File: config.mk
export PLATFORM = sky130hd
export DESIGN_NAME = player_jump_sequencer_flat
export DESIGN_NICKNAME = d
export VERILOG_FILES = /design/src/rtl/player_jump_sequencer_pkg.sv /design/src/rtl/player_jump_sequencer_if.sv /design/src/rtl/player_jump_sequencer_vsync_tick.sv /design/src/rtl/player_jump_sequencer.sv /design/src/flat_wrapper.sv
export SDC_FILE = /design/constraint.sdc
export NUM_CORES = 1
export LEC_CHECK = 0
export CAP_MARGIN = 20
export CORE_ASPECT_RATIO = 0.8
export CORE_MARGIN = 1.5
export CORE_UTILIZATION = 45
export DETAILED_ROUTE_END_ITERATION = 10
export PLACE_DENSITY = 0.75
export SYNTH_ARGS = -nofsm -noshare
export SYNTH_HDL_FRONTEND = slang
export SYNTH_SLANG_ARGS = --single-unit
File: constraint.sdc
create_clock -name Clk -period 3.4 [get_ports Clk]
set_input_delay 0.34 -clock Clk [delete_from_list [all_inputs] [get_ports Clk]]
set_output_delay 0.34 -clock Clk [all_outputs]
set_load 0.01 [all_outputs]
File: src/rtl/player_jump_sequencer_pkg.sv
// Shared definitions for the frame-rate player blocks: jump FSM encoding,
// game-state and PS/2 scan-code constants.
package jump_pkg;

  localparam int DATA_W = 10;

  typedef enum logic [1:0] {
    GROUND = 2'b00,
    RISE   = 2'b01,
    APEX   = 2'b10,
    FALL   = 2'b11
  } jump_state_e;

  localparam logic [1:0] PLAY_STATE = 2'b01;

  // Scan codes shared with the horizontal movement block
  localparam logic [7:0] KEY_W     = 8'h1D;
  localparam logic [7:0] KEY_A     = 8'h1C;
  localparam logic [7:0] KEY_S     = 8'h1B;
  localparam logic [7:0] KEY_D     = 8'h23;
  localparam logic [7:0] KEY_SPACE = 8'h29;
  localparam logic [7:0] JUMP_KEY  = KEY_W;

  function automatic logic is_jump_key(input logic press, input logic [7:0] code);
    return press && (code == JUMP_KEY);
  endfunction

endpackage

File: src/rtl/player_jump_sequencer_if.sv
// Key/game inputs and per-frame vertical motion outputs of the jump sequencer.
interface player_jump_sequencer_if;
  import jump_pkg::*;

  logic        [7:0]        keycode;
  logic                     keyPress;
  logic        [1:0]        gameState;
  logic        [DATA_W-1:0] PlayerY;
  logic signed [DATA_W-1:0] YMotion;
  logic                     YUpdate;
  logic                     Airborne;
  logic        [1:0]        JumpState;

  modport master (
    output keycode, keyPress, gameState, PlayerY,
    input  YMotion, YUpdate, Airborne, JumpState
  );

  modport slave (
    input  keycode, keyPress, gameState, PlayerY,
    output YMotion, YUpdate, Airborne, JumpState
  );

endinterface

File: src/rtl/player_jump_sequencer_vsync_tick.sv
// Brings VS into the Clk domain and emits a one-cycle frame_tick per VS rise;
// the tick register is set on the third Clk edge that sees VS high.
module vsync_tick (
  input  logic Clk,
  input  logic Reset_n,
  input  logic VS,
  output logic frame_tick
);

  logic vs_meta_p0;
  logic vs_sync_p1;
  logic vs_prev_p2;

  always_ff @(posedge Clk) begin
    if (!Reset_n) begin
      vs_meta_p0 <= 1'b0;
      vs_sync_p1 <= 1'b0;
      vs_prev_p2 <= 1'b0;
      frame_tick <= 1'b0;
    end else begin
      // p0/p1: two-flop synchronizer; p2: previous synchronized level
      vs_meta_p0 <= VS;
      vs_sync_p1 <= vs_meta_p0;
      vs_prev_p2 <= vs_sync_p1;
      frame_tick <= vs_sync_p1 & ~vs_prev_p2;
    end
  end

endmodule

File: src/rtl/player_jump_sequencer.sv
// Per-frame vertical motion sequencer: ground, rise, apex hold, fall, landing.
// Issues a signed Y displacement with a one-cycle YUpdate once per frame_tick.
module player_jump_sequencer
  import jump_pkg::*;
#(
  parameter logic [3:0]        V0          = 4'd8,
  parameter logic [3:0]        GRAVITY     = 4'd1,
  parameter logic [2:0]        APEX_FRAMES = 3'd2,
  parameter logic [3:0]        MAX_FALL    = 4'd8,
  parameter logic [DATA_W-1:0] GROUND_Y    = 10'd168
) (
  input logic Clk,
  input logic Reset_n,
  input logic VS,
  player_jump_sequencer_if.slave bus
);

  function automatic logic signed [DATA_W-1:0] pos_speed(input logic [3:0] s);
    return $signed({{(DATA_W-4){1'b0}}, s});
  endfunction

  function automatic logic signed [DATA_W-1:0] neg_speed(input logic [3:0] s);
    return -$signed({{(DATA_W-4){1'b0}}, s});
  endfunction

  function automatic logic [3:0] sat_fall_speed(input logic [3:0] s);
    logic [4:0] sum;
    sum = {1'b0, s} + {1'b0, GRAVITY};
    return (sum > {1'b0, MAX_FALL}) ? MAX_FALL : sum[3:0];
  endfunction

  // Final step onto the ground; a player already at or below it moves by 0
  function automatic logic signed [DATA_W-1:0] land_step(input logic [DATA_W-1:0] y);
    logic [DATA_W-1:0] diff;
    diff = GROUND_Y - y;
    return (y >= GROUND_Y) ? '0 : $signed(diff);
  endfunction

  logic                     frame_tick;
  logic [1:0]               game_state_p0;
  logic [1:0]               game_state_p1;
  logic                     play_p1;
  logic                     key_term;
  logic                     key_prev_p0;
  logic                     key_rise;
  logic                     jump_req_q;
  logic                     req_consume;
  logic                     req_clr;
  jump_state_e              state_q;
  jump_state_e              state_nx;
  logic [3:0]               speed_q;
  logic [3:0]               speed_nx;
  logic [2:0]               apex_cnt_q;
  logic [2:0]               apex_cnt_nx;
  logic signed [DATA_W-1:0] ymot_q;
  logic signed [DATA_W-1:0] ymot_nx;
  logic                     yupd_q;
  logic [DATA_W:0]          land_sum;
  logic                     landing;

  vsync_tick u_vsync_tick (
    .Clk        (Clk),
    .Reset_n    (Reset_n),
    .VS         (VS),
    .frame_tick (frame_tick)
  );

  assign key_term = is_jump_key(bus.keyPress, bus.keycode);
  assign key_rise = key_term & ~key_prev_p0;
  assign play_p1  = (game_state_p1 == PLAY_STATE);

  // 11-bit sum so a PlayerY near the top of the range cannot wrap past ground
  assign land_sum = {1'b0, bus.PlayerY} + {{(DATA_W-3){1'b0}}, speed_q};
  assign landing  = (land_sum >= {1'b0, GROUND_Y});

  always_ff @(posedge Clk) begin
    if (!Reset_n) begin
      game_state_p0 <= 2'b00;
      game_state_p1 <= 2'b00;
      key_prev_p0   <= 1'b0;
      jump_req_q    <= 1'b0;
    end else begin
      // p0/p1: game state registered twice before use
      game_state_p0 <= bus.gameState;
      game_state_p1 <= game_state_p0;
      key_prev_p0   <= key_term;
      // A fresh key edge wins over a same-cycle clear so it is seen next frame
      if (key_rise) begin
        jump_req_q <= 1'b1;
      end else if (req_clr) begin
        jump_req_q <= 1'b0;
      end
    end
  end

  always_ff @(posedge Clk) begin
    if (!Reset_n) begin
      state_q    <= GROUND;
      speed_q    <= 4'd0;
      apex_cnt_q <= 3'd0;
      ymot_q     <= '0;
      yupd_q     <= 1'b0;
    end else begin
      state_q    <= state_nx;
      speed_q    <= speed_nx;
      apex_cnt_q <= apex_cnt_nx;
      ymot_q     <= ymot_nx;
      yupd_q     <= frame_tick;
    end
  end

  always_comb begin
    state_nx    = state_q;
    speed_nx    = speed_q;
    apex_cnt_nx = apex_cnt_q;
    ymot_nx     = ymot_q;
    req_consume = 1'b0;
    if (frame_tick) begin
      if (!play_p1) begin
        state_nx    = GROUND;
        speed_nx    = 4'd0;
        apex_cnt_nx = 3'd0;
        ymot_nx     = '0;
      end else begin
        unique case (state_q)
          GROUND: begin
            if (jump_req_q) begin
              ymot_nx     = neg_speed(V0);
              speed_nx    = V0 - GRAVITY;
              state_nx    = RISE;
              req_consume = 1'b1;
            end else begin
              ymot_nx = '0;
            end
          end
          RISE: begin
            ymot_nx = neg_speed(speed_q);
            if (speed_q <= GRAVITY) begin
              speed_nx    = 4'd0;
              apex_cnt_nx = APEX_FRAMES;
              state_nx    = APEX;
            end else begin
              speed_nx = speed_q - GRAVITY;
            end
          end
          APEX: begin
            ymot_nx = '0;
            if (apex_cnt_q <= 3'd1) begin
              apex_cnt_nx = 3'd0;
              speed_nx    = GRAVITY;
              state_nx    = FALL;
            end else begin
              apex_cnt_nx = apex_cnt_q - 3'd1;
            end
          end
          FALL: begin
            if (landing) begin
              ymot_nx  = land_step(bus.PlayerY);
              speed_nx = 4'd0;
              state_nx = GROUND;
            end else begin
              ymot_nx  = pos_speed(speed_q);
              speed_nx = sat_fall_speed(speed_q);
            end
          end
        endcase
      end
    end
    req_clr = frame_tick && (req_consume || (state_q != GROUND) || !play_p1);
  end

  assign bus.YMotion   = ymot_q;
  assign bus.YUpdate   = yupd_q;
  assign bus.Airborne  = (state_q != GROUND);
  assign bus.JumpState = state_q;

endmodule

File: src/flat_wrapper.sv
// flat-port wrapper written by rule: the top's interface ports become plain ports
module player_jump_sequencer_flat import jump_pkg::*;
#(
  parameter logic [3:0]        V0          = 4'd8,
  parameter logic [3:0]        GRAVITY     = 4'd1,
  parameter logic [2:0]        APEX_FRAMES = 3'd2,
  parameter logic [3:0]        MAX_FALL    = 4'd8,
  parameter logic [DATA_W-1:0] GROUND_Y    = 10'd168
)
  (Clk, Reset_n, VS, bus_keycode, bus_keyPress, bus_gameState, bus_PlayerY, bus_YMotion, bus_YUpdate, bus_Airborne, bus_JumpState);
  player_jump_sequencer_if bus_i ();
  input logic Clk;
  input logic Reset_n;
  input logic VS;
  input wire logic [$bits(bus_i.keycode)-1:0] bus_keycode;
  input wire logic [$bits(bus_i.keyPress)-1:0] bus_keyPress;
  input wire logic [$bits(bus_i.gameState)-1:0] bus_gameState;
  input wire logic [$bits(bus_i.PlayerY)-1:0] bus_PlayerY;
  output wire logic [$bits(bus_i.YMotion)-1:0] bus_YMotion;
  output wire logic [$bits(bus_i.YUpdate)-1:0] bus_YUpdate;
  output wire logic [$bits(bus_i.Airborne)-1:0] bus_Airborne;
  output wire logic [$bits(bus_i.JumpState)-1:0] bus_JumpState;
  assign bus_i.keycode = bus_keycode;
  assign bus_i.keyPress = bus_keyPress;
  assign bus_i.gameState = bus_gameState;
  assign bus_i.PlayerY = bus_PlayerY;
  assign bus_YMotion = bus_i.YMotion;
  assign bus_YUpdate = bus_i.YUpdate;
  assign bus_Airborne = bus_i.Airborne;
  assign bus_JumpState = bus_i.JumpState;
  player_jump_sequencer #(.V0(V0), .GRAVITY(GRAVITY), .APEX_FRAMES(APEX_FRAMES), .MAX_FALL(MAX_FALL), .GROUND_Y(GROUND_Y)) u_core (.Clk(Clk), .Reset_n(Reset_n), .VS(VS), .bus(bus_i));
endmodule
==> results.py <==
metrics = {
    "run_status": {
        "status": "finished, final reports clean",
    },
    "critical_path": {
        "reg2reg_depth": 9,
        "start_kind": "flop",
        "crit_required_ns": 3.60,
        "r2r-end": "u_core.speed_q[0]",
        "worstPathMaxFanout": 12,
        "r2r-start": "u_core.speed_q[0]",
        "path_class": "flop to flop",
        "r2r_setup_slack_ns": 0.31,
        "endpoint_kind": "flop",
        "arrival_ns": 3.29,
    },
    "cts": {
        "cts-root-buf": "clkbuf_8",
        "postCtsHoldBufs": 0,
        "clk_latency_ns": 0.28,
        "clock_path_buffers": 2,
        "cts.sink_count": 30,
        "postCtsResizedCells": 0,
        "h-tree-depth": 2,
        "cts_tree": "yes",
        "path_clk_slew_ns": 0.07,
        "cts_buffers": 5,
        "postCtsSetupBuffers": 0,
    },
    "sta": {
        "hold_viol_final": 0,
        "slew_viol_final": 0,
        "grt_setup_unrepaired": "false",
        "finalClockSkew_ns": 0.00643,
        "worst_slew_pin_slew_ns": 0.450,
        "fmax_mhz": 323,
        "setup_viol": 0,
        "slew_headroom_pct": 69.8,
        "timing.setup.tns_ns": 0,
        "period_minus_slack_ns": 3.09,
        "fin_crit_sh_pct": 91.0,
    },
    "synthesis": {
        "ys.warnings.count": 0,
        "ys_top_cells_by_area": "dfxtp_1, ha_1, o21ai_0",
        "synth_edf_count": 0,
        "ys_seq_elements": 30,
        "synth_cell_types": 57,
        "yosysMostFrequentCell": "dfxtp_1",
        "syn_area_um2": 1980,
        "synth_top_area_share_pct": 30.3,
        "syn_avg_cell_area_um2": 8.22,
        "synth_cells": 241,
        "synth_top_area_cell": "dfxtp_1",
        "async_flop_share_pct": 0,
        "synth-main-ff-cell": "dfxtp_1",
        "ys_top_cells_by_count": "dfxtp_1, nand2_1, ha_1, nor2_1, o21ai_0",
        "seq_area_frac_synth_pct": 30.3,
        "syn-num-nets": 283,
    },
    "final_layout": {
        "final_cells": 342,
        "fin_util_pct": 60.5,
        "fill_cells": 396,
        "diodes": 0,
        "drive_gt1_share_pct": 8.07,
        "nets": 326,
        "syn_to_final_growth_pct": 28.3,
    },
    "floorplanning": {
        "rows": 21,
        "core_area_um2": 4200,
        "die_area_um2": 4810,
        "die_h_um": 62.4,
        "die_w_um": 77.2,
        "start_util_pct": 47.1,
        "ios": 38,
    },
    "drt": {
        "drc": 0,
        "wirelength_met1_um": 2360,
        "route.met3.wl_um": 283,
        "top_layer_used": "met4",
        "drt_iter0_markers": 110,
        "routed_via_density": 5.60,
        "dr.pass1.iters": 4,
        "wl_um": 4760,
        "dr_wl_met2_um": 2060,
        "drtAntennaViolNets": 0,
        "vias": 1915,
        "wl_per_cell_um": 13.9,
    },
    "global_route": {
        "grt_pass1_wl_um": 8210,
        "grt_use_total_pct": 21.1,
        "grt_antenna_before_repair": 0,
        "grt_max_degree": 18,
        "grt_overflow_total": 0,
        "grt_pass1_vias": 1806,
    },
    "min_path": {
        "min_path_type": "flop to flop",
        "hold_depth": 1,
        "min_from": "u_core.u_vsync_tick.vs_prev_p2",
        "whs_endpoint": "u_core.u_vsync_tick.frame_tick",
    },
    "power": {
        "leakage_uw": 0.00103,
        "ir_drop_v": 0.000207,
        "p_per_area_nw_per_um2": 291,
    },
    "placement": {
        "dpl.hpwl_um": 3560,
        "routabilityCongestion": 0.932,
        "dpl.cell_count": 334,
        "port_buffers": 37,
    },
    "run": {
        "cap_violations": 0,
    },
}
-- cell type report --
class	count	area, µm²	share of cell area, %
multi-input combinational	187	1290	50.7
sequential	30	601	23.6
timing repair buffer	45	430	16.9
clock buffer	6	82.6	3.25
tap	57	71.3	2.81
inverter	15	56.3	2.21
clock inverter	2	12.5	0.492
-- worst max-delay path: stages (launching register included) --
cell and delay [ns]:
dfxtp_1 0.57, ha_1 0.27, fa_1 0.19, a211oi_2 0.12, or4_1 0.56, o31ai_2 0.25, o2111a_2 0.28, o21ai_4 0.06
or4_4 0.48, a221oi_2 0.23
-- cells by family (layout without fill, tap and decap cells) --
family,after synthesis,count (layout),synth area share (%)
xor+xnor,5,5,2.21
mux,1,1,0.505
fa+ha+maj,18,18,11.7
flops,30,30,30.3
buf+inv,24,68,4.67
compound gates,73,73,26.8
simple gates,90,90,23.8
-- layout by cell type (no fill, tap or decap), types with 9 or more instances in the layout --
master / Yosys / layout
clkdlybuf4s50_1: 0 / 37
nand3_1: 9 / 9
ha_1: 17 / 17
nor2_1: 17 / 17
dfxtp_1: 30 / 30
a21oi_1: 11 / 11
inv_1: 15 / 15
o21ai_0: 16 / 16
nand2_1: 18 / 18
and2_1: 12 / 12
-- per-stage QoR --
| stage | setup WS [ns] | hold WS, ns | power [µW] | area, µm² |
|---|---|---|---|---|
| 6_report | 0.306 | 0.384 | 739 | 2540 |
| 5_1_grt | 0.148 | 0.416 | 775 | 2540 |
| 4_1_cts | 0.342 | 0.383 | 745 | 2540 |
| 3_5_place_dp | 0.123 | 0.374 | 449 | 2450 |
| 3_3_place_gp | 0.218 | 0.369 | 448 | 2450 |
| 2_1_floorplan | 0.560 | 0.367 | 405 | 1980 |
-- state kept, by name, indices dropped and copies added, names as in the netlist --
signal / count
u_core.u_vsync_tick.frame_tick: 1
u_core.u_vsync_tick.vs_sync_p1: 1
u_core.key_prev_p0: 1
u_core.u_vsync_tick.vs_prev_p2: 1
u_core.game_state_p0: 2
u_core.bus.YMotion: 10
u_core.bus.YUpdate: 1
u_core.game_state_p1: 2
u_core.jump_req_q: 1
u_core.apex_cnt_q: 3
u_core.speed_q: 4
u_core.u_vsync_tick.vs_meta_p0: 1
u_core.bus.JumpState: 2
-- per-layer routing --
layer,global-route usage (%),up-vias
met1,29.1,877
met5,0,-
met2,33.6,66
met3,4.41,6
li1,-,966
met4,5.68,0
-- worst max-delay path by stage --
| stage | start | endpoint | slack, ns | cells after the start |
|---|---|---|---|---|
| after CTS | u_core.speed_q[0] | u_core.speed_q[0] | 0.34 | 9 |
| final | u_core.speed_q[0] | u_core.speed_q[0] | 0.31 | 9 |
| after global routing | u_core.speed_q[0] | u_core.speed_q[0] | 0.15 | 9 |
| after floorplan | u_core.speed_q[0] | u_core.speed_q[0] | 0.56 | 9 |
| after detailed placement | bus_PlayerY[0] | u_core.speed_q[0] | 0.12 | 10 |
| after global placement | bus_PlayerY[3] | u_core.speed_q[0] | 0.22 | 9 |
-- report_power, final --
part / total [µW] / internal [µW] / switching (µW)
Sequential: 359 / 356 / 2.97
Clock: 297 / 162 / 135
Combinational: 83.1 / 43.7 / 39.4
(Power assumes the default switching activity.)
